<file path="src/rtl/wbl_row_writer.sv">
// Row loader: pulls one row of WBL words from the upstream key generator and
// writes it word by word into the array, for every row in turn.
module wbl_row_writer #(
  parameter int ROWS  = 64,
  parameter int BANKS = 16
) (
  input  logic                  CLK,
  input  logic                  RST,
  input  logic                  START,
  input  logic                  ABORT,
  input  logic                  KEY_DONE,
  input  logic [BANKS*64-1:0]   WBL_IN,
  output logic [5:0]            ADDR,
  output logic                  WR_EN,
  output logic [5:0]            WR_ROW,
  output logic [3:0]            WR_BANK,
  output logic [63:0]           WR_DATA,
  input  logic                  WR_READY,
  output logic                  BUSY,
  output logic                  DONE,
  output logic                  ERR
);

  localparam logic [5:0] ROW_LAST  = 6'(ROWS - 1);
  localparam logic [3:0] BANK_LAST = 4'(BANKS - 1);

  typedef enum logic [2:0] {
    S_IDLE,
    S_SETADDR,
    S_CAPTURE,
    S_WRITE,
    S_FIN
  } state_t;

  state_t      state_reg, state_next;
  logic [5:0]  row_reg, row_next;
  logic [3:0]  bank_reg, bank_next;
  logic [5:0]  addr_reg, addr_next;
  logic        err_reg, err_next;
  logic        capture;
  logic [63:0] buf_word [BANKS];

  always_ff @(posedge CLK or posedge RST) begin
    if (RST) begin
      state_reg <= S_IDLE;
      row_reg   <= '0;
      bank_reg  <= '0;
      addr_reg  <= '0;
      err_reg   <= 1'b0;
    end else begin
      state_reg <= state_next;
      row_reg   <= row_next;
      bank_reg  <= bank_next;
      addr_reg  <= addr_next;
      err_reg   <= err_next;
    end
  end

  always_comb begin
    state_next = state_reg;
    row_next   = row_reg;
    bank_next  = bank_reg;
    addr_next  = addr_reg;
    err_next   = 1'b0;
    capture    = 1'b0;

    unique case (state_reg)
      S_IDLE, S_FIN: begin
        if (START) begin
          if (KEY_DONE) begin
            state_next = S_SETADDR;
            row_next   = '0;
            bank_next  = '0;
            addr_next  = '0;
          end else begin
            err_next = 1'b1;
          end
        end
      end

      default: begin
        // ABORT outranks a lost KEY_DONE: a cancelled load never flags an error.
        if (ABORT) begin
          state_next = S_IDLE;
        end else if (!KEY_DONE) begin
          state_next = S_IDLE;
          err_next   = 1'b1;
        end else begin
          unique case (state_reg)
            S_SETADDR: state_next = S_CAPTURE;
            S_CAPTURE: begin
              capture    = 1'b1;
              bank_next  = '0;
              state_next = S_WRITE;
            end
            S_WRITE: begin
              if (WR_READY) begin
                if (bank_reg != BANK_LAST) begin
                  bank_next = bank_reg + 4'd1;
                end else if (row_reg != ROW_LAST) begin
                  row_next   = row_reg + 6'd1;
                  addr_next  = row_reg + 6'd1;
                  state_next = S_SETADDR;
                end else begin
                  state_next = S_FIN;
                end
              end
            end
            default: state_next = S_IDLE;
          endcase
        end
      end
    endcase
  end

  // One 64-bit register per bank; the whole row is latched in a single edge.
  genvar gi;
  generate
    for (gi = 0; gi < BANKS; gi++) begin : g_buf
      logic [63:0] word_reg;
      always_ff @(posedge CLK or posedge RST) begin
        if (RST) begin
          word_reg <= '0;
        end else if (capture) begin
          word_reg <= WBL_IN[gi*64 +: 64];
        end
      end
      assign buf_word[gi] = word_reg;
    end
  endgenerate

  assign ADDR    = addr_reg;
  assign WR_EN   = (state_reg == S_WRITE);
  assign WR_ROW  = row_reg;
  assign WR_BANK = bank_reg;
  assign WR_DATA = buf_word[bank_reg];
  assign BUSY    = (state_reg == S_SETADDR) || (state_reg == S_CAPTURE) ||
                   (state_reg == S_WRITE);
  assign DONE    = (state_reg == S_FIN);
  assign ERR     = err_reg;

endmodule
</file>
<file path="config.mk">
export PLATFORM = sky130hd
export DESIGN_NAME = wbl_row_writer
export DESIGN_NICKNAME = d
export VERILOG_FILES = /design/src/rtl/wbl_row_writer.sv
export SDC_FILE = /design/constraint.sdc
export NUM_CORES = 2
export LEC_CHECK = 0
export CAP_MARGIN = 20
export CORE_AREA = 2 2 439 441
export DETAILED_ROUTE_END_ITERATION = 7
export DIE_AREA = 0 0 441 443
export PLACE_DENSITY_LB_ADDON = 0.3
export RECOVER_POWER = 50
export SLEW_MARGIN = 20
export SYNTH_ARGS = -nofsm -noshare
export SYNTH_HDL_FRONTEND = slang
export SYNTH_SLANG_ARGS = --single-unit
</file>
<file path="constraint.sdc">
create_clock -name CLK -period 40.8 [get_ports CLK]
set_input_delay 6.12 -clock CLK [delete_from_list [all_inputs] [get_ports CLK]]
set_output_delay 6.12 -clock CLK [all_outputs]
set_load 0.02 [all_outputs]
</file>
==> out/qor.json <==
{
  "powerDensity_nw_per_um2": 50.1,
  "final.period_utilization_pct": 51.9,
  "synthDominantAreaCellType": "dfrtp_1",
  "first_pass_grt_wire_length_um": 250000,
  "min_to": "g_buf[6].word_reg[35]",
  "worstSetupStartpointType": "primary input",
  "floorplan.io_pins": 1114,
  "rsz0062_at_grt": "false",
  "drc_errors": 0,
  "post-place-cells": 6137,
  "synth.yosys.warnings": 0,
  "yosys.area_share.xor_xnor_pct": 0,
  "worstMarginPinSlew_ps": 8820,
  "critical_path.cell_chain": "dlygate4sd3_1 > clkinvlp_2 > clkbuf_1 > clkbuf_1 > clkbuf_1",
  "ys_seq_area_share_pct": 55.8,
  "crit_fanout": 160,
  "headroom_to_the_max_slew_limit_pct": -488,
  "min_path_type": "flop to flop",
  "post_synth_inst_count": 2650,
  "synth_top_family_by_area": "multiplexers",
  "multi_input_comb_area_um2": 19100,
  "cts-hold-fix-buffers": 0,
  "design.die.area_um2": 195000,
  "area.growth.synth_to_final_pct": 37.8,
  "power.static_leakage_uw": 0.0267,
  "syn_nets": 3682,
  "grt_start_max_net_pins": 194,
  "grt.total_usage_pct": 18.2,
  "numCtsBuffers": 131,
  "placedInstanceArea_um2": 59800,
  "reg2reg_slack_ps": 25670,
  "finalHoldWorstSlack_ps": 476,
  "level_count_of_the_clock_h_tree": 4,
  "total_number_of_nets_in_the_final_design": 4777,
  "power.ir.vdd_worst_mv": 0.0356,
  "layout.cells.non_filler": 6412,
  "worst-endpoint-arrival_ps": 19840,
  "timing_hold_violations_final": 0,
  "violations": "max-capacitance violations, max-slew violations",
  "timing.final.max_slew_violations": 1236,
  "finalCriticalPeriod_ps": 21190,
  "design.core.area_um2": 191000,
  "critical_path.reg2reg.endpoint": "g_buf[13].word_reg[31]",
  "compound_gate_fraction_of_synth_area_pct": 0.328,
  "post-synth-top-area-fraction_pct": 55.8,
  "synthSimpleGateAreaFrac_pct": 0.438,
  "antenna_found_initial": 113,
  "crit-reg2reg-launch": "state_reg[2]",
  "internal_power_uw": 2360,
  "finalWirelength_um": 180000,
  "synth.area.mux_share_pct": 40.3,
  "drv_cap": 19,
  "viasPerCell": 4.54,
  "routedWlPerCell_um": 28.1,
  "die_y_um": 443,
  "synth.distinct_cells": 39,
  "finalSetupTns_ps": 0,
  "post_synth_fa_ha_maj_area_fraction_pct": 0.0538,
  "grt_overflow_total": 0,
  "cts_max_path_buffers": 3,
  "skew_ps": 26.2,
  "hold_path_depth": 1,
  "clkLatencyLatePin_ps": 790,
  "synthesis.area_per_instance_um2": 17.6,
  "final.fill_count": 18600,
  "via_count": 29100,
  "netlist_area_um2": 46600,
  "number_of_cells_on_the_worst_reg_to_reg_path": 10,
  "timing.critical_path.to_type": "asynchronous set/reset pin",
  "layout.area.seq_um2": 26000,
  "drtPass1Iterations": 5,
  "gp_congestion": 0.878,
  "crit_type": "primary input to asynchronous set/reset pin",
  "cts_post_setup_buffers_inserted": 0,
  "slowest_delay_ps": 6240,
  "post_cts.resized_instances": 0,
  "slowest_stage_cell_crit_path": "clkbuf_1",
  "status": "complete, but fails checks",
  "ys_ff_latch": 1038,
  "chipWidth_um": 441,
  "seqPwrFrac_pct": 44.7,
  "postLayoutCellArea_um2": 64200,
  "clkPwrFrac_pct": 36.4,
  "power.net_switching_uw": 852,
  "largest_register_ff_count": 1024,
  "dr.first_iter.drc_count": 1693,
  "initial_utilization_pct": 24.4,
  "timing.fmax_ghz": 0.0472,
  "synthTopCellsByArea": "dfrtp_1 (56%), mux2_2 (17%), mux4_2 (15%), mux2_1 (7.5%), buf_4 (1.2%)",
  "finalSetupViolations": 0,
  "combinational_cell_fraction_of_total_power_pct": 18.8,
  "hold_path_startpoint": "g_buf[6].word_reg[35]",
  "num_rows": 161,
  "dp_hpwl_um": 139000,
  "cts.root.buffer_cell": "clkbuf_16",
  "switching_share_pct": 26.5,
  "worst_path_most_repeated_cell": "clkbuf_1",
  "port_buffers": 1113,
  "worst_ep_required_time_ps": 39450,
  "clkSlewWorstSetupHoldPaths_ps": 50,
  "grt_pass1_vias": 31200,
  "fraction_of_layout_instances_using_a_drive_strength_above_1_pct": 33.0,
  "cts_tree": "yes",
  "clock_sink_count": 1038,
  "postRouteAntennaNets": 0
}
==> per-layer routing <==
metal / track usage (%) / vias to the layer above / part of all wire, %
met5: 0 / - / 0.14
met4: 7.30 / 38 / 3.1
met3: 4.61 / 273 / 6.1
met2: 29.8 / 874 / 50
met1: 23.0 / 15600 / 41
li1: - / 12300 / -
==> metrics by stage <==
| stage | power [uW] | worst slack (ps) | util (%) |
|---|---|---|---|
| 6_report | 3210 | 19610 | 33.6 |
| 5_1_grt | 3360 | 16610 | 33.6 |
| 4_1_cts | 3250 | 28570 | 33.6 |
| 3_5_place_dp | 2060 | 28000 | 31.3 |
| 3_3_place_gp | 2040 | 28000 | 31.3 |
| 2_1_floorplan | 1760 | 5470 | - |
==> cell families after synthesis <==
| group | count (synthesis) |
|---|---|
| flops | 1038 |
| simple gates | 40 |
| compound gates | 23 |
| buf+inv | 202 |
| mux | 1345 |
| fa+ha+maj | 2 |
==> layout make-up <==
cell class	count	area share [%]
Timing Repair Buffer	1158	17.8
Sequential cell	1038	40.5
Tap cell	2526	4.93
Clock buffer	191	5.93
Clock inverter	40	0.792
Antenna cell	43	0.168
Multi-Input combinational cell	1410	29.8
Inverter	6	0.0371
==> worst max path at each step <==
stage / from / to / cells after the start
finish: RST / g_buf[2].word_reg[15] / 5
CTS: WR_BANK[0] / WR_DATA[44] / 6
global route: RST / g_buf[0].word_reg[18] / 5
global placement: KEY_DONE / g_buf[14].word_reg[28] / 11
detailed placement: KEY_DONE / g_buf[1].word_reg[40] / 11
floorplan: RST / ADDR[0] / 1
==> critical path, delay by kind of cell <==
| kind | cells | cell delay (ps) |
|---|---|---|
| buffers and inverters | 5 | 13240 |
==> power groups by stage <==
stage / logic, uW / clock network, uW / registers (uW)
2_1_floorplan: 376 / 0 / 1390
3_3_place_gp: 599 / 0 / 1450
3_5_place_dp: 611 / 0 / 1450
4_1_cts: 614 / 1200 / 1440
5_1_grt: 649 / 1250 / 1470
6_report: 605 / 1170 / 1440
==> cell usage in the layout (no fill, tap or decap), types with 3 or more instances in the layout <==
cell type           n
mux2_1            310
nor3_1              4
nor2_1              5
inv_1               5
clkinv_8            3
or3_1               4
bufinv_16           5
dfrtp_1          1037
mux2_2            714
dlygate4sd3_1      21
clkbuf_8           28
a21oi_1             5
diode_2            43
clkinv_2           14
nand2_1            12
buf_4              28
inv_16              4
clkinvlp_4          5
clkdlybuf4s50_1  1092
nand3_1             6
clkbuf_16         132
inv_6               7
clkbuf_1           46
o21ai_0             7
mux4_2            320
==> Yosys cell counts (all sizes together) <==
cell type,n
dfrtp,1038
mux2,1024
mux4,320
buf,154
clkbuf,42
nand2,12
o21ai,7
inv,6
nand3,6
a21oi,5
nor2,5
nor3,4
or3,4
and3,2
ha,2
nand4,2
o31ai,2
a21bo,1
a221o,1
a22o,1
a311oi,1
and2,1
mux2i,1
nand2b,1
nand3b,1
nor3b,1
o211ai,1
o21a,1
o21ba,1
o22ai,1
o2bb2ai,1
or4,1
(Power assumes the default switching activity.)
